`config.mk`:
```
export PLATFORM = sky130hd
export DESIGN_NAME = mtx_ls_seq
export DESIGN_NICKNAME = d
export VERILOG_FILES = /design/src/rtl/mtx_ls_seq.sv
export SDC_FILE = /design/constraint.sdc
export NUM_CORES = 1
export LEC_CHECK = 0
export ABC_AREA = 1
export ABC_CLOCK_PERIOD_IN_PS = 7300
export CORE_MARGIN = 2
export CORE_UTILIZATION = 35
export CTS_CLUSTER_DIAMETER = 150
export DETAILED_ROUTE_END_ITERATION = 6
export PLACE_DENSITY = 0.69
export RECOVER_POWER = 50
export SLEW_MARGIN = 20
export SYNTH_ARGS = -nofsm -noshare
export SYNTH_HDL_FRONTEND = slang
export SYNTH_SLANG_ARGS = --single-unit
```
`constraint.sdc`:
```
create_clock -name clk -period 7.3 [get_ports clk]
set_input_delay 1.46 -clock clk [delete_from_list [all_inputs] [get_ports clk]]
set_output_delay 1.46 -clock clk [all_outputs]
set_load 0.05 [all_outputs]
```
`src/rtl/mtx_ls_seq.sv`:
```
// Matrix load/store sequencer: one issue expands into ELEMS word beats on the memory port.
// Beats advance on mem_ack, at most one per cycle; load data is written to the matrix register file on the ack cycle.
module mtx_ls_seq #(
   parameter int ELEMS = 16,
   parameter int CW    = $clog2(ELEMS)
) (
   input  logic          clk,
   input  logic          rst,
   input  logic          issue_valid,
   output logic          issue_ready,
   input  logic          issue_store,
   input  logic [31:0]   issue_base,
   input  logic [31:0]   issue_imm,
   input  logic [2:0]    issue_mreg,
   input  logic          flush,
   output logic          mem_req,
   output logic          mem_we,
   output logic [31:0]   mem_addr,
   output logic [31:0]   mem_wdata,
   input  logic          mem_ack,
   input  logic [31:0]   mem_rdata,
   output logic [2:0]    mreg_idx,
   output logic [CW-1:0] mreg_elem,
   input  logic [31:0]   mreg_rdata,
   output logic          mreg_we,
   output logic [31:0]   mreg_wdata,
   output logic          busy,
   output logic          done,
   output logic          err
);

   typedef enum logic [1:0] {IDLE, REQ, DONE} state_t;

   state_t        state;
   logic [31:0]   ea;
   logic          st_q;
   logic [2:0]    idx_q;
   logic [CW-1:0] cnt;
   logic          err_q;

   logic [31:0]   ea_next;
   logic          accept;
   logic          beat;
   logic          last;

   assign ea_next = issue_base + issue_imm;
   assign accept  = (state == IDLE) && issue_valid && !flush;
   assign beat    = (state == REQ) && mem_ack;
   assign last    = (cnt == CW'(ELEMS - 1));

   always_ff @(posedge clk or posedge rst) begin
      if (rst) begin
         state <= IDLE;
         ea    <= '0;
         st_q  <= 1'b0;
         idx_q <= '0;
         cnt   <= '0;
         err_q <= 1'b0;
      end else begin
         case (state)
            IDLE: begin
               if (accept) begin
                  ea    <= ea_next;
                  st_q  <= issue_store;
                  idx_q <= issue_mreg;
                  cnt   <= '0;
                  err_q <= (ea_next[1:0] != 2'b00);
                  state <= (ea_next[1:0] != 2'b00) ? DONE : REQ;
               end
            end
            REQ: begin
               if (beat && !last)
                  cnt <= cnt + CW'(1);
               // A flush still lets an acked beat finish; only the sequence is dropped.
               if (flush)
                  state <= IDLE;
               else if (beat && last)
                  state <= DONE;
            end
            DONE:    state <= IDLE;
            default: state <= IDLE;
         endcase
      end
   end

   assign issue_ready = (state == IDLE);
   assign busy        = (state != IDLE);
   assign mem_req     = (state == REQ);
   assign mem_we      = (state == REQ) && st_q;
   assign mem_addr    = (state == REQ) ? (ea + (32'(cnt) << 2)) : 32'h0;
   assign mem_wdata   = mem_we ? mreg_rdata : 32'h0;
   assign mreg_idx    = idx_q;
   assign mreg_elem   = cnt;
   assign mreg_we     = beat && !st_q;
   assign mreg_wdata  = mreg_we ? mem_rdata : 32'h0;
   // A flush landing on the completion cycle suppresses the pulse.
   assign done        = (state == DONE) && !flush;
   assign err         = (state == DONE) && !flush && err_q;

endmodule

```
* Yosys cells after proc, flatten, opt, wreduce, memory -nomap -nowiden
Index checks and enable logic that the tools add are counted.
Word-level totals: word-level logic and storage cells 45, bits of input ports 137, register bits after elaboration 43
Operators by class: reduce and logical (&&, ||, !) cells 19, add/sub/neg operators 3, mux-type cells 11, equal/unequal tests 6
Operator list (count):
- $mux 32 | 3
- $add 32x32->32 | 1
- $add 32x6->32 | 1
- $logic_and 1x1->1 | 9
- $mux 2 | 4
- $mux 4 | 2
- $pmux 4 s2 | 1
- $reduce_bool 2->1 | 3
- $add 4x1->4 const B | 1
- $eq 4x4->1 const B | 1
- $ne 2x1->1 const B | 2
- $pmux 2 s2 | 1
- $reduce_and 2->1 | 2
- $logic_not 1->1 | 3
- $ne 3x2->1 const B | 1
- $reduce_and 3->1 | 1
- $eq 2x1->1 const B | 1
- $eq 2x2->1 const B | 1
- $logic_not 2->1 | 1

* Logic depth before layout (Yosys ltp)
Gate-level depths: netlist of the first run.
depth in word-level cells 6, gate-level depth with buffers 12

* Least setup slack after synthesis of the first run
No wires, ideal clock.
path kind reg2out, start point register cnt[0] (netlist: mreg_elem[0]), end point output mem_addr[20], path buffers 0, slack 2598 ps, stages on the path, launching flop included 12, arrival 3242 ps, path through dfrtp_1 ha_1 inv_1 fa_1 nand3b_1 nand2_1 nand3_1 nor2_2 nand2_2 nor2_4 nor2_1 nor3_1
Between the ends: cells in the longest elaborated chain, start to end 2
RTL lines:
- start, declared | RTL line 38 | logic [CW-1:0] cnt;
- start signal, assigned | RTL line 73 | cnt <= cnt + CW'(1);
- $add 32x6->32 | RTL line 90 | assign mem_addr = (state == REQ) ? (ea + (32'(cnt) << 2)) : 32'h0;
- $mux 32 | RTL line 90
- end, declared | RTL line 18 | output logic [31:0] mem_addr,
Every way passes these cells.

* Worst setup path in the final report of the first run
start point input mem_ack, end point output mreg_wdata[2]
Between the ends: cells in the longest elaborated chain, start to end 3
RTL lines:
- start, declared | RTL line 20 | input logic mem_ack,
- $logic_and 1x1->1 | RTL line 48 | assign beat = (state == REQ) && mem_ack;
- $logic_and 1x1->1 | RTL line 94 | assign mreg_we = beat && !st_q;
- $mux 32 | RTL line 95 | assign mreg_wdata = mreg_we ? mem_rdata : 32'h0;
- end, declared | RTL line 26 | output logic [31:0] mreg_wdata,
Every way passes these cells.

==> summary.md, run 1 <==
| Metric | Value |
|---|---|
| WP depth | 6 |
| Die height | between 100 and 150 microns |
| Reg-to-reg setup timing slack | approximately 3.6 ns |
| Cell accounting for the most synthesized area | nand2_1 |
| First-pass GRT wire length | between 20000 and 30000 microns |
| Ports | about 250 |
| Avg Cell Area, Syn | about 5.4 sq um |
| Final slew viol count | 92 |
| Hold Vio Cnt, Final | 0 |
| Final net count | 1430 |
| RSZ-0062 raised after global routing | false |
| Syn Nets | 1190 |
| Hpwl dp | 16800 microns |
| Post-route ant nets | 0 |
| CP bufs+invs | 3 |
| Crit. End Element | output port |
| Worst-Skew Late Latency | 0.29 ns |
| Vias in the first global route | 6203 |
| CP Class | input port to output port |
| Pleak | 4.42 nW |
| Rows | 45 |
| Status | finished with violations |
| Failing checks | max-capacitance violations, max-slew violations |
| Total GRT Usage | 22.6% |
| Post_cts resized | 0 |
| Clk buf depth | 2 |
| CTS tree | done |
| Largest net degree at the start of global routing | 48 |
| CP top delay family | buffers and inverters |
| Setup violators final | 0 |
| # H-tree levels | 2 |
| Reg-to-reg startpoint | state[1] |
| Worst hold-check path type | register to register |
| Initial antenna violation count | 2 |
| Synth Warn # | 0 |
| Sequential fraction of the synthesis area | 19.6% |
| Worst Reg-to-Reg Cells | 9 |
| Ys async rst share | between 90% and 100% |
| Slowest CP cell | clkdlybuf4s50_1 |
| Via count | 6771 |
| Max-cap violations | 2 |
| Drt pass-1 iters | 5 |
| Layout cells sized above 1 | 1.51% |
| F_max | 195 MHz |
| Most used DFF post-synth | dfrtp_1 |
| Die area | 16700 sq um |
| Routed wire per std cell | between 10 and 15 microns |
| Distinct cells, synth | 33 |
| Area growth syn-to-layout | 51.6% |
| Hold_buf cts | 0 |
| Post-synth top area share | 23.0% |
| Crit-path max cell delay | about 0.83 ns |
| DRC | 0 |
| Global placement routability congestion | 0.911 |
| Die width | 129 microns |
| Starting density of the core | 36.0% |
| Post-synthesis cell count | 1015 |
| TritonCTS buffer count | 5 |
| Max transition margin | -52.3% |
| Root Driver | clkbuf_16 |
| Top cells by area, synth | nand2_1, dfrtp_1, inv_1 |
| Post-CTS setup buffer count | 0 |
| GRT Residual Overflow | 0 |
| Worst EP required | 5.84 ns |
| # fillers | 1606 |
| Post-synth EDFFs | 0 |
| Tmin final | between 5 and 6 ns |
| Critical-path cell list | clkdlybuf4s50_1 -> nand2_1 -> nor2_1 -> inv_2 -> nor2_1 -> clkdlybuf4s50_1 |
| Most frequent cell after synthesis | nand2_1 |
| Synthesized cell area | 5500 sq um |
| Critical path arrival | 3.68 ns |
| Pwr Total | 1.56 mW |
| Port Buffers | 246 |
| Fin util | 54.6% |
| Setup crit start | mem_ack |
| Sink Count | 43 |
| Pwr dens | ~190 nW/um^2 |
| Peak VDD IR | 114 uV |
| Synth top cells by count | nand2_1, inv_1, nor2_1 |
| Skew final | approximately 0.0054 ns |
| CP max FO | 32 |
| Final WL | 19400 microns |
| R2R Path End | mreg_elem[3] |
| Fin crit share | 70.4% |
| Vias/cell | 4.61 |
| DR iter-0 viols | 301 |
| Setup crit end | mreg_wdata[2] |
| Slew @ Worst Pin | 2.29 ns |
| Flops & latches, synth | 43 |
| Core area | 15300 sq um |
| Total negative slack | 0 ns |
| Worst setup SP type | input port |
| Clock-pin slew on the worst setup and hold paths | 0.06 ns |
-- worst min-delay path by stage --
| stage | from | end | depth (start not counted) |
|---|---|---|---|
| floorplan | err_q | err_q | 2 |
| finish | mreg_idx[0] | mreg_idx[0] | 2 |
| global route | ea[31] | ea[31] | 2 |
| global placement | mreg_idx[2] | mreg_idx[2] | 2 |
| CTS | ea[31] | ea[31] | 2 |
| detailed placement | ea[31] | ea[31] | 2 |
-- metal layers --
metal / share of wire (%) / GRT usage [%] / routed length [microns]
met5: 0.067 / 0 / 13
met3: 6.7 / 3.96 / 1310
met4: 3.8 / 9.59 / 741
met1: 42 / 27.0 / 8250
met2: 47 / 39.8 / 9120
-- worst register-to-register path: stages (launching register included) --
cell	delay, ns
dfrtp_1	0.37
nor2_1	0.08
nand2_1	0.07
clkbuf_1	1.28
inv_1	0.57
clkbuf_1	0.59
nor2_1	0.30
inv_1	0.14
a21oi_1	0.14
nor3_1	0.05
-- layout by cell type (no fill, tap or decap), drive strengths merged --
cell type / instances
o22ai: 1
inv: 227
o21ai: 33
nor4: 3
and3: 1
a22o: 1
xnor2: 16
nor3: 16
ha: 36
a21o: 1
clkdlybuf4s50: 230
nand4: 9
nor3b: 1
o21bai: 5
a21oi: 39
nor2: 158
diode: 1
fa: 2
nand3: 58
nand2: 338
clkbuf: 8
clkinv: 1
a31oi: 2
buf: 1
nand3b: 4
dfrtp: 43
dlygate4sd3: 16
and2: 1
xor2: 5
-- through the flow --
stage	hold slack, ns	worst slack, ns	instances	area [sq um]
floorplan	0.446	2.60	1015	5500
global placement	0.466	2.24	1459	8190
detailed placement	0.468	2.21	1459	8190
CTS	0.485	2.20	1467	8340
global route	0.501	1.62	1468	8330
finish	0.478	2.16	1468	8330
-- kinds of logic after synthesis --
kind of cell,share of synthesized area [%]
AND/OR/NAND/NOR,43.7
buffers and inverters,16.5
AO/OA/AOI/OAI,7.94
flip-flops,19.6
adder cells (fa/ha/maj),8.92
XOR/XNOR,3.35
-- sequential cells by signal (all words and copies together) (netlist names) --
name,count
mreg_elem,4
state,2
err_q,1
st_q,1
ea,32
mreg_idx,3
-- cell type report --
type | count | area, sq um | share of cell area [%]
multi-input combinational | 730 | 3510 | 42.2
clock buffer | 5 | 125 | 1.50
sequential | 43 | 1080 | 12.9
tap | 211 | 264 | 3.17
clock inverter | 3 | 26.3 | 0.315
antenna | 1 | 2.50 | 0.0300
timing repair buffer | 250 | 2480 | 29.8
inverter | 225 | 845 | 10.1
-- power breakdown --
part | total [mW] | internal, mW | switching (mW)
combinational | 0.859 | 0.315 | 0.543
clock | 0.234 | 0.131 | 0.103
sequential | 0.470 | 0.348 | 0.122
Power figures use the tool's default switching activity.
==> run 2: changes to the inputs <==
--- a/config.mk
+++ b/config.mk
@@ -6,7 +6,7 @@
 export NUM_CORES = 1
 export LEC_CHECK = 0
 export ABC_AREA = 1
-export ABC_CLOCK_PERIOD_IN_PS = 7300
+export ABC_CLOCK_PERIOD_IN_PS = 5050
 export CORE_MARGIN = 2
 export CORE_UTILIZATION = 35
 export CTS_CLUSTER_DIAMETER = 150
==> constraint.sdc (replaced) <==
create_clock -name clk -period 5.05 [get_ports clk]
set_input_delay 1.01 -clock clk [delete_from_list [all_inputs] [get_ports clk]]
set_output_delay 1.01 -clock clk [all_outputs]
set_load 0.05 [all_outputs]
==> run 2 against run 1 <==
Net effect: the flow still finishes with violations (max-capacitance violations, max-slew violations); total power up 45%; register-to-register slack worse by 1.0 ns; sequential share of layout area about the same; utilization about the same; clock-buffer cell count unchanged; non-clock buffer count down 1; critical path type is now register to output port; critical endpoint is now mem_addr[10]; largest cell class unchanged; largest power group unchanged; highest routed layer is now met4.
==> summary.md, run 2 (synthesis gave the netlist of run 1 again) <==
| Metric | Value |
|---|---|
| Die width | 129 microns (unchanged) |
| Worst setup slack after layout | 0.631 ns (-1.53 ns) |
| Final net count | 1429 (-0.070%) |
| Skew final | 0.00718 ns (+0.00174 ns) |
| Largest register by flop count | ea |
| WP depth | 10 (+4) |
| Critical-path cell list | ha_1 -> inv_1 -> fa_1 -> nand3b_1 -> nand2_1 -> nand3_1 -> nor2_1 -> inv_1 -> a21oi_1 -> clkdlybuf4s50_1 |
| Starting density of the core | 36.0% (unchanged) |
| Post-placement setup slack | 0.821 ns (-1.38 ns) |
| Worst EP required | 4.04 ns (-1.80 ns) |
| Crit-path max cell delay | 0.85 ns (+0.02 ns) |
| Die height | 129 microns (unchanged) |
| Core area | 15300 sq um (unchanged) |
| Slowest CP cell | clkdlybuf4s50_1 |
| Pleak | 4.42 nW (about the same) |
| Setup violators final | 0 (unchanged) |
| Final slew viol count | 44 (-52%) |
| Port Buffers | 246 (unchanged) |
| Post-route ant nets | 0 (unchanged) |
| CP max FO | 6 (-81%) |
| Root Driver | clkbuf_16 |
| Ports | 247 (unchanged) |
| Worst setup SP type | register |
| First-pass GRT wire length | 30500 microns (+1.9%) |
| DR iter-0 viols | 358 (+19%) |
| Number of flip-flops in the largest register | 32 (unchanged) |
| Final WL | 19700 microns (+1.4%) |
| CP top delay family | buffers and inverters |
| Worst Reg-to-Reg Cells | 9 (unchanged) |
| Critical path arrival | 3.41 ns (-0.27 ns) |
| Worst hold start | mreg_idx[2] |
| Sink Count | 43 (unchanged) |
| CTS tree | done |
| Fin crit share | between 80 and 90% |
| CP bufs+invs | 3 (unchanged) |
| Failing checks | max-capacitance violations, max-slew violations |
| Post_cts resized | 0 (unchanged) |
| Hold Path Cell Cnt | 2 (unchanged) |
| Max transition margin | -50.9% (+1.4 points) |
| Reg-to-reg setup timing slack | 2.54 ns (-1.01 ns) |
| Largest net degree at the start of global routing | 48 (unchanged) |
| Vias/cell | 4.54 (-1.6%) |
| R2R Path End | mreg_elem[3] |
| Clock-pin slew on the worst setup and hold paths | 0.07 ns (about the same) |
| Total negative slack | 0 ns (unchanged) |
| Slew @ Worst Pin | 2.26 ns (-0.0211 ns) |
| Pwr dens | 272 nW/um^2 (+45%) |
| Reg-to-reg startpoint | state[1] |
| Clk buf depth | 2 (unchanged) |
| CP Class | register to output port |
| Area growth syn-to-layout | 51.6% (about the same) |
| Global placement routability congestion | 0.917 (+0.63%) |
| Hold Vio Cnt, Final | 0 (unchanged) |
| RSZ-0062 raised after global routing | false |
| Hold_buf cts | 0 (unchanged) |
| Hold slack | 0.478 ns (-0.000437 ns) |
| # H-tree levels | 2 (unchanged) |
| Initial antenna violation count | 2 (unchanged) |
| Hpwl dp | 16900 microns (+0.72%) |
| Most frequent cells in the layout | nand2_1, clkdlybuf4s50_1, inv_1, nor2_1, nand3_1 |
| Peak VDD IR | 144 uV (+26%) |
| Rows | 45 (unchanged) |
| Drt pass-1 iters | 5 (unchanged) |
| Vias in the first global route | 6132 (-1.1%) |
| F_max | 226 MHz |
| Total GRT Usage | 23.1% (+0.52 points) |
| Routed wire per std cell | 13.4 microns (+1.4%) |
| Most common cell after layout, fill and taps aside | nand2_1 |
| Via count | 6660 (-1.6%) |
| GRT Residual Overflow | 0 (unchanged) |
| Status | finished with violations |
| Layout cells sized above 1 | 1.59% (+0.081 points) |
| Pwr Total | 2.27 mW (+45%) |
| Post-CTS setup buffer count | 0 (unchanged) |
| Hold EP | mreg_idx[2] |
| Die area | 16700 sq um (unchanged) |
| DRC | 0 (unchanged) |
| Worst hold-check path type | register to register |
| Crit. End Element | output port |
| TritonCTS buffer count | 5 (unchanged) |
| Max-cap violations | 1 (-1) |
| Worst-Skew Late Latency | 0.29 ns (about the same) |
| Worst path most repeated cell | inv_1 |
| Tmin final | about 4.4 ns |
run 2: cell types whose count changed in the layout (fill, tap and decap cells not counted):
cell	change
dlygate4sd3_1	+1
clkbuf_1	-2
clkdlybuf4s50_1	-1
diode_2	+1
buf_4	+1
run 2: area by class of cell:
cell class | count | area, sq um
Inverter | 225 | 845
Multi-Input combinational cell | 730 | 3510
Clock buffer | 5 | 125
Fill cell | 1610 | 6920
Antenna cell | 2 | 5.00
Tap cell | 211 | 264
Timing Repair Buffer | 249 | 2480
Clock inverter | 3 | 26.3
Sequential cell | 43 | 1080
run 2: power breakdown:
| part | switching [mW] | leakage (nW) | internal, mW |
|---|---|---|---|
| clock | 0.147 | 0.0752 | 0.189 |
| sequential | 0.181 | 0.537 | 0.502 |
| combinational | 0.793 | 3.81 | 0.456 |
| total | 1.12 | 4.42 | 1.15 |
run 2: stage by stage:
| step | utilization [%] | std cells | cell area (sq um) |
|---|---|---|---|
| finish | 54.6 | 1468 | 8340 |
| global route | 54.6 | 1468 | 8340 |
| CTS | 54.6 | 1466 | 8330 |
| detailed placement | 53.6 | 1458 | 8180 |
| global placement | 53.6 | 1458 | 8180 |
| floorplan | - | 1015 | 5500 |
run 2: worst max path at each step:
stage            startpoint        endpoint
6_report       mreg_elem[0]    mem_addr[10]
5_1_grt        mreg_elem[0]    mem_addr[20]
4_1_cts        mreg_elem[0]    mem_addr[10]
3_5_place_dp        mem_ack  mreg_wdata[24]
3_3_place_gp        mem_ack   mreg_wdata[2]
2_1_floorplan  mreg_elem[0]    mem_addr[20]
run 2: tightest hold or removal path, cell delays in order (launching register included):
cell and delay, ns:
dfrtp_1 0.34, nand2_1 0.05, nand2_1 0.06
run 2: metal layers:
metal | track usage, % | vias up | part of all wire [%]
met4 | 6.84 | 0 | 2.1
met5 | 0 | - | 0
met1 | 29.1 | 2881 | 43
met2 | 41.0 | 232 | 48
li1 | - | 3525 | -
met3 | 3.26 | 22 | 6.9
